**src/rtl/shift_sequencer_pkg.sv**
```systemverilog
// Purpose: shared constants and state encoding for the multi-cycle shift sequencer.
// Latency: n/a (definitions only).
// Backpressure: n/a (definitions only).
package shift_sequencer_pkg;

    localparam int SHIFT_WIDTH   = 32;
    localparam int SHIFT_NSTAGES = 5;

    typedef enum logic [1:0] {
        S_IDLE  = 2'd0,
        S_SHIFT = 2'd1,
        S_DONE  = 2'd2
    } state_t;

    localparam logic OP_SLL = 1'b0;
    localparam logic OP_SRA = 1'b1;

endpackage

```
**src/rtl/shift_stage.sv**
```systemverilog
// Purpose: one shared power-of-two shift stage; amount is 16 >> step, direction SLL or SRA.
// Latency: combinational.
// Backpressure: none.
// Ports: data (operand), step (0..4 selects 16/8/4/2/1), sra (OP_SLL/OP_SRA), result (shifted data).
module shift_stage
    import shift_sequencer_pkg::*;
(
    input  logic [31:0] data,
    input  logic [2:0]  step,
    input  logic        sra,
    output logic [31:0] result
);

    // Fixed-amount left stages: zero fill from the bottom.
    logic [31:0] sll_16, sll_8, sll_4, sll_2, sll_1;
    // Fixed-amount right stages: sign fill from bit 31.
    logic [31:0] sra_16, sra_8, sra_4, sra_2, sra_1;
    logic [31:0] left_out;
    logic [31:0] right_out;

    assign sll_16 = {data[15:0], 16'h0000};
    assign sll_8  = {data[23:0], 8'h00};
    assign sll_4  = {data[27:0], 4'h0};
    assign sll_2  = {data[29:0], 2'b00};
    assign sll_1  = {data[30:0], 1'b0};

    assign sra_16 = {{16{data[31]}}, data[31:16]};
    assign sra_8  = {{8{data[31]}},  data[31:8]};
    assign sra_4  = {{4{data[31]}},  data[31:4]};
    assign sra_2  = {{2{data[31]}},  data[31:2]};
    assign sra_1  = {data[31],       data[31:1]};

    always_comb begin
        left_out  = data;
        right_out = data;
        case (step)
            3'd0: begin left_out = sll_16; right_out = sra_16; end
            3'd1: begin left_out = sll_8;  right_out = sra_8;  end
            3'd2: begin left_out = sll_4;  right_out = sra_4;  end
            3'd3: begin left_out = sll_2;  right_out = sra_2;  end
            3'd4: begin left_out = sll_1;  right_out = sra_1;  end
            default: begin left_out = data; right_out = data; end
        endcase
    end

    always_comb begin
        result = data;
        case (sra)
            OP_SLL:  result = left_out;
            OP_SRA:  result = right_out;
            default: result = data;
        endcase
    end

endmodule

```
**src/rtl/shift_sequencer.sv**
```systemverilog
// Purpose: 32-bit SLL/SRA done as five passes through one shared stage, MSB of amount first.
// Latency: fixed 5 cycles from accepted start to data_resultRDY (shiftamt = 0 included).
// Backpressure: none; busy is high while shifting and any start seen then is dropped, not queued.
// Ports: clock/reset (async, active-high); ctrl_start/ctrl_sra/ctrl_shiftamt/data_operandA request;
//        data_result (held until next accepted start), data_resultRDY (1-cycle pulse), busy.
module shift_sequencer
    import shift_sequencer_pkg::*;
#(
    parameter int WIDTH   = SHIFT_WIDTH,
    parameter int NSTAGES = SHIFT_NSTAGES
) (
    input  logic             clock,
    input  logic             reset,
    input  logic             ctrl_start,
    input  logic             ctrl_sra,
    input  logic [4:0]       ctrl_shiftamt,
    input  logic [WIDTH-1:0] data_operandA,
    output logic [WIDTH-1:0] data_result,
    output logic             data_resultRDY,
    output logic             busy
);

    localparam logic [2:0] LAST_STEP = 3'(NSTAGES - 1);

    state_t           state;
    logic [2:0]       step;
    logic [4:0]       amt_q;
    logic             sra_q;
    logic [WIDTH-1:0] work_q;
    logic [WIDTH-1:0] stage_out;
    logic [2:0]       bit_idx;

    shift_stage u_stage (
        .data   (work_q),
        .step   (step),
        .sra    (sra_q),
        .result (stage_out)
    );

    // Step 0 uses amount bit 4 (shift by 16), step 4 uses bit 0 (shift by 1).
    assign bit_idx = LAST_STEP - step;

    always_ff @(posedge clock or posedge reset) begin
        if (reset) begin
            state  <= S_IDLE;
            step   <= 3'd0;
            amt_q  <= 5'd0;
            sra_q  <= OP_SLL;
            work_q <= '0;
        end else begin
            case (state)
                S_IDLE, S_DONE: begin
                    if (ctrl_start) begin
                        work_q <= data_operandA;
                        amt_q  <= ctrl_shiftamt;
                        sra_q  <= ctrl_sra;
                        step   <= 3'd0;
                        state  <= S_SHIFT;
                    end else begin
                        state  <= S_IDLE;
                    end
                end
                S_SHIFT: begin
                    if (amt_q[bit_idx]) begin
                        work_q <= stage_out;
                    end
                    step <= step + 3'd1;
                    if (step == LAST_STEP) begin
                        state <= S_DONE;
                    end
                end
                default: begin
                    state <= S_IDLE;
                    step  <= 3'd0;
                end
            endcase
        end
    end

    // Pure decodes of registered state: no input-to-output path.
    assign data_result    = work_q;
    assign data_resultRDY = (state == S_DONE);
    assign busy           = (state == S_SHIFT);

endmodule

```
**config.mk**
```make
export PLATFORM = sky130hd
export DESIGN_NAME = shift_sequencer
export DESIGN_NICKNAME = d
export VERILOG_FILES = /design/src/rtl/shift_sequencer_pkg.sv /design/src/rtl/shift_stage.sv /design/src/rtl/shift_sequencer.sv
export SDC_FILE = /design/constraint.sdc
export NUM_CORES = 1
export LEC_CHECK = 0
export ABC_AREA = 0
export BUFFER_PORTS_ARGS = -buffer_cell sky130_fd_sc_hd__buf_4
export CAP_MARGIN = 20
export CORE_AREA = 2 2 107 109
export DETAILED_ROUTE_END_ITERATION = 10
export DIE_AREA = 0 0 109 111
export GPL_ROUTABILITY_DRIVEN = 1
export PLACE_DENSITY = 0.7
export SETUP_SLACK_MARGIN = 0.1
export SKIP_CTS_REPAIR_TIMING = 1
export SLEW_MARGIN = 20
export SYNTH_ARGS = -nofsm -noshare
export SYNTH_HDL_FRONTEND = slang
export SYNTH_HIERARCHICAL = 1
export SYNTH_SLANG_ARGS = --single-unit
```
**constraint.sdc**
```tcl
create_clock -name clock -period 2.5 [get_ports clock]
set_input_delay 0.375 -clock clock [delete_from_list [all_inputs] [get_ports clock]]
set_output_delay 0.375 -clock clock [all_outputs]
set_load 0.005 [all_outputs]
```
* Yosys cells after proc, flatten, opt, wreduce, memory -nomap -nowiden
Index checks and enable logic that the tools add are counted.
** Storage, ports and cells
- Bits in registers :: 43
- Bits of input ports :: 41
- Word-level logic and storage cells :: 42
** Cells by class
- $add $sub $neg :: 2
- Order comparisons :: 1
- Eq/ne operators :: 12
- Mux-type cells :: 13
- Bitwise gates (word level) :: 1
- Reduce and logical (&&, ||, !) cells :: 7
** Operators by type and width (number)
- $pmux 32 s5 :: 1
- $pmux 31 s5 :: 1
- $pmux 32 s2 :: 2
- $mux 32 :: 2
- $reduce_and 5->1 :: 2
- $ne 7x2->1 const B :: 1
- $ne 7x7->1 const B :: 1
- $eq 3x2->1 const B :: 2
- $pmux 3 s2 :: 1
- $lt 3x4->1 const B :: 1
- $ne 2x1->1 const B :: 2
- $ne 2x2->1 const B :: 2
- $pmux 2 s2 :: 1
- $add 3x1->3 const B :: 1
- $bmux 1 s3 :: 1
- $eq 3x1->1 const B :: 1
- $eq 3x3->1 const B :: 1
- $logic_not 3->1 :: 1
- $mux 3 :: 1
- $sub 3x3->3 const A :: 1
- $eq 2x1->1 const B :: 1
- $eq 2x2->1 const B :: 1
- $logic_not 2->1 :: 1
- $mux 1 :: 2
- other kinds (5) :: 5

* Logic depth before layout (Yosys ltp)
Gate-level depths: netlist of the first run.
- Depth in word-level cells :: 5
- Depth in mapped cells :: 11
- Gate-level depth less buffers :: 7

* Modules after synthesis
Netlist of the first run, hierarchy kept.
** By module, submodules not included
- shift_stage :: times used 1, cells each 405, area each 2875.3 um^2, sequential area each 0.0 um^2
- shift_sequencer :: times used 1, cells each 280, area each 2482.4 um^2, sequential area each 1076.0 um^2

* Worst setup path after synthesis of the first run
Ideal clock, no wire load.
- Path kind :: reg2reg
- Start point :: register step[0]
- End point :: register work_q[23] (netlist: data_result[23])
- Setup time :: 0.126 ns
- Data arrival time :: 2.123 ns
- Required time :: 2.374 ns
- Setup slack :: 0.251 ns
- Cell stages (with the launch flop) :: 9
- Path buffers :: 1
- Cell sequence :: dfrtp_1 > inv_1 > ha_1 > ha_1 > nand2b_1 > o221ai_4 > nor2_4 > buf_6 > a221o_1
** On the way
- Longest elaborated chain between the ends :: 5
- Elaborated cells between the ends (all ways) :: 17
- Classes of those cells :: 1 x add/sub; 7 x eq/ne; 7 x mux; 2 x reduce/logical
** RTL lines
- from (decl) :: RTL line shift_sequencer.sv:26 : logic [2:0] step;
- from (signal assigned) :: RTL line shift_sequencer.sv:67 : step <= step + 3'd1;
- $sub 3x3->3 (tied with other cells) :: RTL line shift_sequencer.sv:41 : assign bit_idx = LAST_STEP - step;
- $bmux 1 s3 (tied with other cells) :: RTL line shift_sequencer.sv:64 : if (amt_q[bit_idx]) begin
- $mux 1 (not written as such) / $pmux 32 s2 (equally long branches) :: RTL line shift_sequencer.sv:64, shift_stage.sv:48
- $ne 2x1->1 (no source line) / $mux 32 (equally long branches)
- $reduce_and 5->1 (no source line) / $pmux 32 s2 (equally long branches)
- to (signal assigned) :: RTL line shift_sequencer.sv:54 : work_q <= data_operandA;
- to (signal assigned) :: RTL line shift_sequencer.sv:65 : work_q <= stage_out;
- to (decl) :: RTL line shift_sequencer.sv:29 : logic [WIDTH-1:0] work_q;
Parallel ways exist; a longest one is shown, timed or not. The select of a mux whose other input is x is not followed.
A chain may end at the register's enable or synchronous reset.

* Final worst setup path of the first run
- Start point :: register step[0]
- End point :: register work_q[3] (netlist: data_result[3])
** On the way
- Longest elaborated chain between the ends :: 5
- Elaborated cells between the ends (all ways) :: 17
- Classes of those cells :: 1 x add/sub; 7 x eq/ne; 7 x mux; 2 x reduce/logical
** RTL lines
- $eq 3x3->1 (tied with other cells) :: RTL line shift_stage.sv:36 : case (step)
- $pmux 31 s5 / $pmux 32 s5 (equally long branches) :: RTL line shift_stage.sv:36
- $pmux 32 s2 * :: RTL line shift_stage.sv:48 : case (sra)
- via stage_out[3] :: RTL line shift_sequencer.sv:30 : logic [WIDTH-1:0] stage_out;
- $mux 32 * :: RTL line shift_sequencer.sv:64
- $pmux 32 s2 * :: RTL line shift_sequencer.sv:51 : case (state)
Mark *: on every way through the listed nets, which the timed path passes. The rest lies on a longest branch. The select of a mux whose other input is x is not followed.

==> flow_metrics.tcl, run 1 <==
set metrics [dict create \
    status "complete, no violations" \
    rsz0062_at_grt "true" \
    path_class "register to register" \
    wl_per_cell_um 23.81 \
    synthesis.nets 729 \
    ant_nets 0 \
    first_global_vias 5922 \
    netlist_area_um2 5358 \
    io_buffers 74 \
    cp-end-kind "register" \
    grt-ovfl-total 0 \
    drt_iter0_drc 948 \
    die_w_um 109 \
    grt_usage_pct 35.28 \
    grt_max_degree 56 \
    cts_tree "yes" \
    tightest_slew_ps 657.0 \
    fillers 996 \
    layout_common_cells "buf_4 (135), nand2_1 (82), a21oi_1 (62), nor2_1 (54), dfrtp_1 (40)" \
    synthToLayoutAreaGrowth_pct 19.45 \
    dieHeight_um 111 \
    num_rows 39 \
    drv_cap 0 \
    clk_pin_slew_ps 70 \
    htreeDepth 2 \
    cp.arrival_ps 2550 \
    synth_edf_count 0 \
    routed_wirelength_mm 21.16 \
    finalCritPeriodShare_pct 94.55 \
    powerDensity_nw_per_um2 1888 \
    required_ps 2680 \
    initial_core_util_pct 48.37 \
    irDropWorstVdd_mv 1.018 \
    grt_first_pass_wirelength_mm 33.19 \
    crit_fanout 31 \
    drt-pass1-iter-count 6 \
    design.core.area_um2 11080 \
    synth_compound_area_share_pct 34.96 \
    synth.area.mux_share_pct 14.50 \
    power_w 0.01208 \
    final_common_cell "buf_4" \
    drive_above_1_share_pct 28.15 \
    vias 6228 \
    hold_violations 0 \
    synthCells 685 \
    synthAdderAreaFrac_pct 0.7006 \
    avgSynthCellArea_um2 7.821 \
    hpwlAfterDp_mm 14.68 \
    fmax_ghz 0.4231 \
    clk_latency_ps 300 \
    synth_top_family_by_area "compound AO/OA/AOI/OAI gates" \
    fin_setup_tns_ps 0 \
    yosysSeqAreaShare_pct 20.08 \
    synthFlopType "dfrtp_1" \
    yosysTopAreaCellShare_pct 20.08 \
    synth_cell_types 75 \
    synth.largest_area_cell "dfrtp_1" \
    cts_root_buf "clkbuf_16" \
    drc 0 \
    leakagePower_nw 2.668 \
    yosys_warnings 6 \
    nNetsFinal 789 \
    synth-xor-area-share_pct 0 \
    cts_buffers 5 \
    clockBufferDepth 2 \
    ioPinCount 75 \
    slew_headroom_pct 55.94 \
    period_needed_ps 2364 \
    clock_sinks 43 \
    synth_seq_cells 43 \
    antenna_cells 0 \
    async_flop_share_pct 100.0 \
    setup-violations-final 0 \
    via_per_inst 7.006 \
    place.gp.congestion 1.020 \
    min-delay-path-class "primary input to async pin" \
    critPathLaunchType "register" \
    synth-simple-area-share_pct 19.36 \
    die_area_um2 12100 \
    drv_slew 0 \
    antenna_found_initial 0 \
    whs_ps 95.00 \
    skew_ps 7.943 \
    synthTopCellsByArea "dfrtp_1 (20%), mux2i_1 (6.2%), mux4_2 (5.9%)" \
]
metrics by stage:
step	instances	util, %	setup WS (ps)	instance area (um^2)
6_report	889	57.78	136.3	6400
5_1_grt	889	57.78	40.62	6400
4_1_cts	883	56.75	91.32	6286
3_5_place_dp	875	55.25	115.4	6120
3_3_place_gp	875	55.25	140.5	6120
2_1_floorplan	685	-	251.0	5358
worst max-delay path, stage by stage, from the launching register on:
cell      delay (ps)
dfrtp_4          500
buf_12           220
mux4_2           510
nor2_1           260
a31o_1           190
a221oi_4          90
o22ai_1          130
nor3_1            60
a221o_1          260
routing by layer:
metal	part of all wire [%]	GRT usage [%]	wire length, um
met5	0	0	0
met4	4.1	14.70	861
met3	11	7.055	2387
met2	44	53.33	9393
met1	40	48.78	8520
synthesized netlist by cell type, types with 8 or more instances:
| master | n |
|---|---|
| nand2_1 | 82 |
| a21oi_1 | 62 |
| nor2_1 | 54 |
| dfrtp_1 | 43 |
| clkbuf_1 | 36 |
| nor3_1 | 36 |
| mux2i_1 | 33 |
| buf_2 | 32 |
| o21ai_0 | 29 |
| o22ai_1 | 27 |
| a211o_1 | 19 |
| a221o_1 | 19 |
| a31oi_1 | 19 |
| mux4_2 | 14 |
| buf_4 | 12 |
| nand3_1 | 11 |
| a211oi_1 | 10 |
| a22oi_1 | 10 |
| nand2b_1 | 10 |
| mux2_2 | 8 |
power by group:
| part | leakage (nW) | internal (W) | switching, W | total (W) |
|---|---|---|---|---|
| Sequential | 0.494 | 0.00108 | 0.000960 | 0.00204 |
| Combinational | 2.10 | 0.00424 | 0.00503 | 0.00927 |
| Clock | 0.0771 | 0.000473 | 0.000300 | 0.000773 |
| Total | 2.67 | 0.00579 | 0.00629 | 0.0121 |
sequential cells by signal, indices dropped and copies added (netlist names):
register / flops
amt_q: 5
sra_q: 1
data_result: 32
state: 2
step: 3
layout make-up:
class	count	area (um^2)	area share (%)
clock inverters	2	37.54	0.5865
well taps	143	178.9	2.796
multi-input cells	541	3774	58.96
flip-flops and latches	43	1085	16.95
clock buffers	6	128.9	2.014
repair buffers	146	1166	18.22
inverters	8	30.03	0.4692
cells by family (layout without fill, tap and decap cells):
family | count (synthesis) | after routing
compound gates | 257 | 257
fa+ha+maj | 3 | 3
buf+inv | 101 | 162
flops | 43 | 43
mux | 57 | 57
simple gates | 224 | 224
final timing paths:
kind	from	end	slack [ps]	depth (start not counted)
max	step[0]$_DFFE_PP0P_	data_result[3]$_DFFE_PP0P_	140	8
min	reset	step[2]$_DFFE_PP0P_	90	3
max reg2reg	step[0]$_DFFE_PP0P_	data_result[3]$_DFFE_PP0P_	140	8
min reg2reg	amt_q[2]$_DFFE_PP0P_	amt_q[2]$_DFFE_PP0P_	480	2
max in group asynchronous	reset	step[0]$_DFFE_PP0P_	2040	3
min in group clock	ctrl_shiftamt[3]	amt_q[3]$_DFFE_PP0P_	260	3
Power figures use the tool's default switching activity.
==> run 2, diff against run 1 <==
- CELL_PAD_IN_SITES_DETAIL_PLACEMENT: unset -> 0
- CELL_PAD_IN_SITES_GLOBAL_PLACEMENT: unset -> 2
- CORE_AREA: 2 2 107 109 -> 2 2 127 129
- DIE_AREA: 0 0 109 111 -> 0 0 129 131
- PLACE_DENSITY: 0.7 -> 0.82
==> run 2 against run 1 <==
Die area rose by 40%. First-iteration DRC count is 22% lower. Worst hold slack improved by 130 ps. Sequential cell count unchanged. Maximum frequency up 0.53%. Non-clock buffer count up 8. Worst setup slack better by 12 ps. Routed wire length grew 8.9%. Final area grew 4.1%. Global-route usage shrank 8.8 points. Critical path depth increased by 2. Largest power group unchanged. Highest routed layer unchanged.
==> flow_metrics.tcl, run 2 (synthesis results as in run 1) <==
set metrics [dict create \
    num_rows 46 \
    final_cell_count_no_fill 970 \
    antenna_cells 0 \
    via_per_inst 6.392 \
    cts_tree "yes" \
    path_class "register to register" \
    place.gp.congestion 0.9442 \
    fmax_ghz 0.4253 \
    share_comb_of_total_power_pct 77.5 \
    grt_usage_pct 26.48 \
    min-delay-path-class "primary input to async pin" \
    die_w_um 129 \
    drc 0 \
    tightest_slew_ps 600.5 \
    worstPathCellList "buf_12 > buf_4 > clkbuf_16 > mux4_2 > nor2_1 > a31o_1 > a221oi_2 > o22ai_1 > nor3_1 > a221o_1" \
    skew_ps 4.859 \
    slowest_delay_ps 490 \
    swShare_pct 51.77 \
    clockBufferDepth 2 \
    drv_cap 0 \
    initial_core_util_pct 34.35 \
    reg2reg_slack_ps 150 \
    ant_nets 0 \
    cts_root_buf "clkbuf_16" \
    antenna_found_initial 0 \
    layout_common_cells "buf_4 (139), nand2_1 (82), a21oi_1 (60), nor2_1 (54), dfrtp_1 (39)" \
    grt-ovfl-total 0 \
    critPathCapture "data_result[3]$_DFFE_PP0P_" \
    hpwlAfterDp_mm 15.73 \
    wl_per_cell_um 23.75 \
    grt_first_pass_wirelength_mm 34.20 \
    powerDensity_nw_per_um2 1894 \
    first_global_vias 5615 \
    whs_ps 227.3 \
    rr_startpoint "step[0]$_DFFE_PP0P_" \
    cp.arrival_ps 2580 \
    reg2reg_to "data_result[3]$_DFFE_PP0P_" \
    vias 6200 \
    drt_iter0_drc 739 \
    die_area_um2 16900 \
    synthToLayoutAreaGrowth_pct 24.40 \
    nNetsFinal 797 \
    irDropWorstVdd_mv 0.9978 \
    slowest_stage "dfrtp_4" \
    dieHeight_um 131 \
    cts_buffers 5 \
    final_common_cell "buf_4" \
    design.core.area_um2 15600 \
    ioPinCount 75 \
    routed_wirelength_mm 23.04 \
    cp-startpoint "step[0]$_DFFE_PP0P_" \
    pwr-share-clk_pct 6.3 \
    cp-end-kind "register" \
    internal_power_w 0.006089 \
    seqPwrFrac_pct 16.2 \
    clk_latency_ps 290 \
    hold_violations 0 \
    grt_max_degree 55 \
    worst_r2r_path_depth 10 \
    drive_above_1_share_pct 30.50 \
    power.switching_w 0.006537 \
    largest_reg_flops 32 \
    rsz0062_at_grt "true" \
    setup-violations-final 0 \
    htreeDepth 2 \
    critPathLaunchType "register" \
    status "complete, no violations" \
    io_buffers 74 \
    clk_pin_slew_ps 70 \
    finalCritPeriodShare_pct 94.05 \
    clock_sinks 43 \
    dp.cells 951 \
    period_needed_ps 2351 \
    drt-pass1-iter-count 6 \
    crit_fanout 17 \
    drv_slew 0 \
    required_ps 2730 \
    leakagePower_nw 2.752 \
    slew_headroom_pct 59.97 \
]
## run 2: cell count changes in the layout (fill, tap and decap cells not counted), sizes merged
cell	change
buf	+7
clkbuf	+1
clkinv	+1
inv	-1
## run 2: power groups by stage
stage	sequential [W]	clock [W]	combinational, W
floorplan	0.00146	0	0.00661
global placement	0.00208	0	0.00890
detailed placement	0.00207	0	0.00901
CTS	0.00206	0.000819	0.00906
global route	0.00206	0.000847	0.0105
finish	0.00204	0.000801	0.00978
## run 2: final cells by class
cell class              instances  area, um^2
well taps                     216       270.3
repair buffers                154        1284
multi-input cells             541        3817
inverters                       8       33.78
clock buffers                   6       138.9
flip-flops and latches         43        1086
fillers                      1587        8932
clock inverters                 2       35.03
## run 2: metal layers
layer  share of wire, %  track usage (%)
met2                 46            41.58
met1                 42            36.61
met4                2.9            9.591
met5                  0                0
met3                8.5            4.764
## run 2: how the worst min path moves through the flow
stage / slack, ps / end / start / cells past startpoint
3_5_place_dp: 460 / amt_q[2]$_DFFE_PP0P_ / amt_q[2]$_DFFE_PP0P_ / 2
4_1_cts: 250 / amt_q[1]$_DFFE_PP0P_ / reset / 3
2_1_floorplan: 440 / sra_q$_DFFE_PP0P_ / sra_q$_DFFE_PP0P_ / 2
6_report: 230 / amt_q[1]$_DFFE_PP0P_ / reset / 3
3_3_place_gp: 460 / amt_q[2]$_DFFE_PP0P_ / amt_q[2]$_DFFE_PP0P_ / 2
5_1_grt: 270 / amt_q[1]$_DFFE_PP0P_ / reset / 3
## run 2: worst max-delay path, delay by kind of cell (launching register included)
kind,cells,cell delay [ps]
DFF,1,490
and+or+nand+nor,2,240
muxes,1,340
AOI/OAI and AO/OA,4,760
buffers and inverters,3,450
## run 2: stage by stage
stage	setup TNS (ps)	instance area (um^2)	utilization [%]	power, W	setup slack [ps]
finish	0	6665	42.73	0.01263	148.8
global route	0	6665	42.73	0.01337	74.91
CTS	-1.773	6434	41.25	0.01194	-1.773
detailed placement	0	6260	40.13	0.01108	21.60
global placement	-162.5	6260	40.13	0.01098	-105.0
floorplan	0	5358	-	0.008068	251.0
